`config.mk`:
```
export PLATFORM = sky130hd
export DESIGN_NAME = router_src_arbiter
export DESIGN_NICKNAME = d
export VERILOG_FILES = /design/src/rtl/router_src_arbiter.sv
export SDC_FILE = /design/constraint.sdc
export NUM_CORES = 1
export LEC_CHECK = 0
export ABC_AREA = 1
export CORE_UTILIZATION = 47
export DETAILED_ROUTE_END_ITERATION = 10
export GPL_TIMING_DRIVEN = 0
export HOLD_SLACK_MARGIN = 0.1
export MAX_ROUTING_LAYER = met4
export PLACE_DENSITY_LB_ADDON = 0.2
export SYNTH_ARGS = -nofsm -noshare
export SYNTH_HDL_FRONTEND = slang
export SYNTH_SLANG_ARGS = --single-unit
```
`constraint.sdc`:
```
create_clock -name clock -period 2.1 [get_ports clock]
set_input_delay 0.525 -clock clock [delete_from_list [all_inputs] [get_ports clock]]
set_output_delay 0.525 -clock clock [all_outputs]
set_load 0.05 [all_outputs]
```
`src/rtl/router_src_arbiter.sv`:
```
// Round-robin arbiter sharing one router input port among NUM_SRC packet sources.
// Latency: grant registered one cycle after request; bytes forwarded combinationally from the grant.
// Backpressure: router busy gates src_ready; an idle or busy winner trips the watchdog abort.
//
// Ports:
//   clock, resetn      - system clock, synchronous active-low reset
//   src_req            - per-source request, held until its parity byte is accepted
//   src_pkt_valid      - per-source pkt_valid (low on the parity byte)
//   src_data           - per-source byte, source i at [i*DATA_WIDTH +: DATA_WIDTH]
//   src_ready          - byte-accept strobe back to the granted source
//   busy               - router busy; no byte accepted while high
//   pkt_valid, data_in - forwarded to the router input
//   grant              - registered one-hot grant (or zero)
//   err_abort          - one-cycle pulse when a grant is aborted
module router_src_arbiter #(
  parameter int NUM_SRC      = 3,
  parameter int DATA_WIDTH   = 8,
  parameter int GUARD_CYCLES = 2,
  parameter int TIMEOUT      = 64
) (
  input  logic                          clock,
  input  logic                          resetn,
  input  logic [NUM_SRC-1:0]            src_req,
  input  logic [NUM_SRC-1:0]            src_pkt_valid,
  input  logic [NUM_SRC*DATA_WIDTH-1:0] src_data,
  output logic [NUM_SRC-1:0]            src_ready,
  input  logic                          busy,
  output logic                          pkt_valid,
  output logic [DATA_WIDTH-1:0]         data_in,
  output logic [NUM_SRC-1:0]            grant,
  output logic                          err_abort
);

  localparam int IDX_W = $clog2(NUM_SRC);
  localparam int WD_W  = $clog2(TIMEOUT + 1);
  localparam int GD_W  = $clog2(GUARD_CYCLES + 1);

  typedef enum logic [1:0] {
    IDLE  = 2'd0,
    XFER  = 2'd1,
    GUARD = 2'd2
  } state_t;

  state_t           state;
  logic [IDX_W-1:0] win_idx;
  logic [IDX_W-1:0] last_winner;
  logic             hdr_seen;
  logic [GD_W-1:0]  guard_cnt;
  logic [WD_W-1:0]  wd_cnt;

  logic                  in_xfer;
  logic                  win_req;
  logic                  win_pv;
  logic [DATA_WIDTH-1:0] win_dat;
  logic                  accept;
  logic                  wd_expired;
  logic                  abort;

  logic                  pick_vld;
  logic [IDX_W-1:0]      pick_idx;
  logic [NUM_SRC-1:0]    pick_oh;
  logic [IDX_W:0]        cand;

  // Winner's byte lane, selected by the registered winner index.
  always_comb begin
    win_dat = '0;
    for (int i = 0; i < NUM_SRC; i++) begin
      if (win_idx == IDX_W'(i)) win_dat = src_data[i*DATA_WIDTH +: DATA_WIDTH];
    end
  end

  assign in_xfer    = (state == XFER);
  assign win_req    = src_req[win_idx];
  assign win_pv     = src_pkt_valid[win_idx];
  assign accept     = in_xfer && !busy && win_req;
  assign wd_expired = (wd_cnt >= WD_W'(TIMEOUT - 1));
  // Withdrawal always aborts; the watchdog only fires on a cycle with no accepted byte,
  // so a source never sees src_ready for a byte that is then thrown away.
  assign abort      = in_xfer && (!win_req || (!accept && wd_expired));

  assign src_ready = accept ? grant : '0;
  assign pkt_valid = in_xfer && win_pv;
  assign data_in   = in_xfer ? win_dat : '0;

  // Round-robin pick: scan last_winner+1 .. last_winner+NUM_SRC (mod NUM_SRC).
  // The loop runs from lowest to highest priority so the last hit wins.
  always_comb begin
    pick_vld = 1'b0;
    pick_idx = '0;
    cand     = '0;
    for (int k = NUM_SRC; k >= 1; k--) begin
      cand = {1'b0, last_winner} + (IDX_W+1)'(k);
      if (cand >= (IDX_W+1)'(NUM_SRC)) cand = cand - (IDX_W+1)'(NUM_SRC);
      if (src_req[cand[IDX_W-1:0]]) begin
        pick_vld = 1'b1;
        pick_idx = cand[IDX_W-1:0];
      end
    end
    pick_oh           = '0;
    pick_oh[pick_idx] = pick_vld;
  end

  always_ff @(posedge clock) begin
    if (!resetn) begin
      state       <= IDLE;
      grant       <= '0;
      win_idx     <= '0;
      last_winner <= IDX_W'(NUM_SRC - 1);
      hdr_seen    <= 1'b0;
      guard_cnt   <= '0;
      wd_cnt      <= '0;
      err_abort   <= 1'b0;
    end else begin
      err_abort <= 1'b0;
      case (state)
        IDLE: begin
          if (pick_vld) begin
            grant    <= pick_oh;
            win_idx  <= pick_idx;
            hdr_seen <= 1'b0;
            wd_cnt   <= '0;
            state    <= XFER;
          end
        end
        XFER: begin
          if (abort) begin
            err_abort   <= 1'b1;
            guard_cnt   <= '0;
            last_winner <= win_idx;
            state       <= GUARD;
          end else if (accept) begin
            wd_cnt <= '0;
            if (win_pv) begin
              hdr_seen <= 1'b1;
            end else if (hdr_seen) begin
              // Parity byte closes the packet.
              guard_cnt   <= '0;
              last_winner <= win_idx;
              state       <= GUARD;
            end
          end else if (wd_cnt < WD_W'(TIMEOUT)) begin
            wd_cnt <= wd_cnt + 1'b1;
          end
        end
        GUARD: begin
          if (guard_cnt < GD_W'(GUARD_CYCLES)) guard_cnt <= guard_cnt + 1'b1;
          // Hold the port while the router is still busy finishing the packet.
          if (guard_cnt >= GD_W'(GUARD_CYCLES - 1) && !busy) begin
            grant <= '0;
            state <= IDLE;
          end
        end
        default: begin
          grant <= '0;
          state <= IDLE;
        end
      endcase
    end
  end

endmodule

```
== After elaboration in Yosys (flattened, before gate mapping) ==
Cells that the tools add are included.
Operators by class
  multiplexer cells: 57
  equality and inequality tests: 15
  reductions and logical operators: 25
  $lt $le $gt $ge: 13
  add/sub/neg operators: 8
  bitwise logic cells: 2
Operators with widths (count)
  $mux 2: 21
  $mux 8: 4
  $mux 7: 4
  $lt 2x3->1 const B: 5
  $reduce_and 5->1: 3
  $mux 1: 14
  $pmux 7 s2: 1
  $bmux 1 s2: 5
  $ge 3x2->1 const B: 3
  $mux 3: 3
  $pmux 3 s3: 1
  $ne 2x2->1 const B: 4
  $reduce_and 4->1: 2
  $reduce_bool 2->1: 4
  $add 7x1->7 const B: 1
  $ge 7x6->1 const B: 1
  $logic_and 1x1->1: 7
  $lt 7x7->1 const B: 1
  $add 2x2->3 const B: 2
  $ne 2x1->1 const B: 3
  $ne 3x1->1 const B: 2
  $ne 3x2->1 const B: 2
  $pmux 2 s3: 1
  $sub 2x2->2 const B: 3
  16 further kinds: 23
Storage, ports and cells
  flip-flop bits (word level): 20
  input bits: 33

== Depth between registers and ports, before layout ==
  depth in word-level cells: 15
  depth in mapped cells: 13

== Least setup slack after synthesis ==
Ideal clock, no wire load.
  path kind: in2out
  start point: input port src_req[1]
  end point: output port src_ready[0]
  setup slack: 62 ps
  stages: 4
  arrival time: 1513 ps
  buffers on the path: 0
  cells stage by stage: nand3_1 nand3_4 nand2_8 nor2_1
Between the ends
  cells in the longest elaborated chain, start to end: 4
Ends and longest elaborated chain
  start: declaration: line 23  | input logic [NUM_SRC-1:0] src_req,
  $bmux 1 s2: line 73  | assign win_req = src_req[win_idx];
  $mux 1 (not written as such): line 73
  $logic_and 1x1->1: line 75  | assign accept = in_xfer && !busy && win_req;
  $mux 3: line 81  | assign src_ready = accept ? grant : '0;
  end: declaration: line 26  | output logic [NUM_SRC-1:0] src_ready,
Every way passes these cells. The select of a mux whose other input is x is not followed.

== Final worst setup path ==
  start point: register win_idx[1]
  end point: output port data_in[5]
Between the ends
  cells in the longest elaborated chain, start to end: 5
Ends and longest elaborated chain
  start: declaration: line 45  | logic [IDX_W-1:0] win_idx;
  start signal: assignment: line 119  | win_idx <= pick_idx;
  $logic_not 2->1: line 68  | if (win_idx == IDX_W'(i)) win_dat = src_data[i*DATA_WIDTH +: DATA_WIDTH];
  $mux 8 (2 in a row): line 68
  $mux 8 (*): line 68
  $mux 8 (*): line 83  | assign data_in = in_xfer ? win_dat : '0;
  end: declaration: line 29  | output logic [DATA_WIDTH-1:0] data_in,
Mark *: on every way between the ends. The rest lies on a longest branch, timed or not.

==> qor.yml <==
status:
  status: "finished, final reports clean"
layout:
  seqCellArea_um2: 407
  syn2layout_area_growth_pct: 42.6
  final_layout_size_suffix_gt1_frac: 0.206
  nNetsFinal: 350
  diodes: 0
  multi_input_area_um2: 1070
  fillers: 280
worst_hold_path:
  hp-class: "flip-flop to flip-flop"
  min_to: "wd_cnt[6]"
  whs_path_depth: 2
  min_from: "wd_cnt[6]"
clock_tree:
  cts_max_level: 1
  cts_tree: "done"
  clk_pin_slew_worst_paths_ns: 0.12
  worstSkewPairLatency_ns: 0.32
  cts_buffers: 3
  clock_sinks: 20
  clockBufferDepth: 2
  clock-root-buffer: "clkbuf_4"
  cts_hold_buf: 0
floorplan:
  rows: 20
  coreArea_um2: 3130
  initial_core_util: 0.506
  die_w_um: 60.1
  die_h_um: 60.1
  die_area_um2: 3610
  ios: 49
timing:
  slew_headroom: 0.665
  finalCriticalPeriod_ns: 2.06
  setup_viol: 0
  period_share: 0.981
  fmax_mhz: 486
  finClkSkew_ns: 0.00470
  rsz0062_at_grt: "yes"
  hold_viol: 0
  drv_slew: 0
  fin_tns_setup_ns: 0
  worst_pin_slew_ns: 0.501
detailed_routing:
  ant_nets: 0
  vias: 1746
  firstDrtPassIters: 4
  drt-wirelength-per-cell_um: 11.7
  drc: 0
  vias_per_cell: 4.92
  wirelength_um: 4160
  drtIter0Drc: 80
global_route:
  grt_max_degree: 13
  grt_pass1_vias: 1477
  track_usage: 0.235
  grt_pass1_wl_um: 6270
  grt_antenna_before_repair: 0
  overflow: 0
critical_path:
  cp.arrival_ns: 1.53
  worst_setup_path_start_kind: "flip-flop"
  required_ns: 1.57
  cp_max_fo: 7
  rr_startpoint: "last_winner[0]"
  crit_path_end_kind: "output pin"
  timing.rr.end: "wd_cnt[3]"
  criticalPathCategory: "flip-flop to output pin"
  ff2ff_path_depth: 12
  r2r_slack_ns: 0.15
run:
  cap_violations: 0
power_and_ir_drop:
  p_total_mw: 3.29
  pwr_density_cell_nw_per_um2: 1460
  p_leak_nw: 1.08
  ir_worst_vdd_mv: 0.829
synthesis:
  avgSynthCellArea_um2: 6.26
  syn_area_um2: 1580
  synth.distinct_cells: 27
  yosys_warnings: 0
  yosysSeqAreaShare: 0.253
  synth_fp_nets: 291
  ys_seq_elements: 20
  syn-instance-count: 253
placement:
  port_buffers: 47
  dpl.hpwl_um: 2930
  gp_congestion: 0.823
critical path, cell delays in order (launching register included):
cell and delay, ns:
dfxtp_2 0.35, buf_6 0.15, inv_2 0.09, nor2_4 0.17
nand2_1 0.07, nand3_1 0.08, nand2_1 0.06, inv_1 0.09
buf_6 0.16
flip-flops by register name (all words and copies together), names as in the netlist:
name,cells
last_winner,2
wd_cnt,7
err_abort,1
state,2
guard_cnt,2
win_idx,2
hdr_seen,1
grant,3
stage by stage:
step / instances / cell area, um2 / hold slack, ns / utilization / worst slack (ns)
after global placement: 344 / 2110 / 0.431 / 0.674 / -0.772
after detailed placement: 344 / 2110 / 0.432 / 0.674 / -0.786
after CTS: 350 / 2160 / 0.451 / 0.692 / 0.00163
after global routing: 355 / 2260 / 0.472 / 0.722 / -0.0427
after floorplan: 253 / 1580 / 0.419 / - / 0.0620
final: 355 / 2260 / 0.448 / 0.722 / 0.0408
cells in the mapped netlist, drive strengths merged:
| cell type | count | share of area |
|---|---|---|
| nand3 | 29 | 0.14 |
| xnor2 | 1 | 0.0055 |
| a31oi | 1 | 0.0040 |
| nand2 | 92 | 0.24 |
| nor2 | 34 | 0.10 |
| o21ai | 8 | 0.028 |
| clkbuf | 2 | 0.0047 |
| dfxtp | 20 | 0.25 |
| ha | 5 | 0.039 |
| buf | 2 | 0.010 |
| xor2 | 2 | 0.011 |
| nand4 | 8 | 0.032 |
| inv | 36 | 0.087 |
| or2 | 1 | 0.0040 |
| a21oi | 12 | 0.038 |
cells by family after synthesis:
kind of cell | after synthesis | synth area share
compound gates | 21 | 0.0695
flops | 20 | 0.253
fa+ha+maj | 5 | 0.0395
buf+inv | 40 | 0.102
xor+xnor | 3 | 0.0166
simple gates | 164 | 0.520
worst max-delay path by stage:
stage	startpoint	to	slack, ns	cells past startpoint
final	win_idx[1]	data_in[5]	0.04	8
after detailed placement	src_req[1]	src_ready[0]	-0.79	6
after global routing	win_idx[1]	data_in[5]	-0.04	8
after global placement	src_req[1]	src_ready[2]	-0.77	6
after CTS	busy	src_ready[2]	0.002	5
after floorplan	src_req[1]	src_ready[0]	0.06	4
metal layers:
layer,GRT usage,routed length [um]
met5,-,0
met4,0.0997,53
met3,0.0281,171
met2,0.402,2010
met1,0.275,1920
cells in the final DEF, fill, tap and decap left out, types with 4 or more instances in the layout:
| master | n |
|---|---|
| inv_1 | 30 |
| nand3_1 | 19 |
| a21oi_1 | 12 |
| nor2_2 | 4 |
| buf_4 | 9 |
| nand4_1 | 8 |
| nand3_2 | 6 |
| o21ai_0 | 5 |
| nand2_1 | 85 |
| clkdlybuf4s50_1 | 31 |
| dfxtp_1 | 17 |
| nor2_4 | 8 |
| nand2_2 | 5 |
| buf_6 | 10 |
| nor2_1 | 24 |
| ha_1 | 4 |
| inv_2 | 5 |
| nand3_4 | 4 |
power by group:
part           total, mW  internal (mW)  switching [mW]
Clock              0.330          0.193           0.137
Sequential         0.611          0.499           0.113
Combinational       2.35          0.830            1.52
Total               3.29           1.52            1.77
what timing repair did:
| item | in CTS | in global routing |
|---|---|---|
| setup buffers | 2 | 3 |
| pin swaps | 1 | 5 |
| setup endpoints to repair | 12 | 26 |
| cloned | 0 | 2 |
| gates resized for setup | 81 | 19 |
final cells by class:
class                      count  area share
buffer                         4      0.0133
clock buffer                   3     0.00997
clock inverter                 1      0.0133
inverter                      36      0.0609
multi-input combinational    195       0.474
sequential                    20       0.180
tap                           44      0.0244
timing repair buffer          52       0.224
Note: power is estimated with default switching activity, not from simulation.
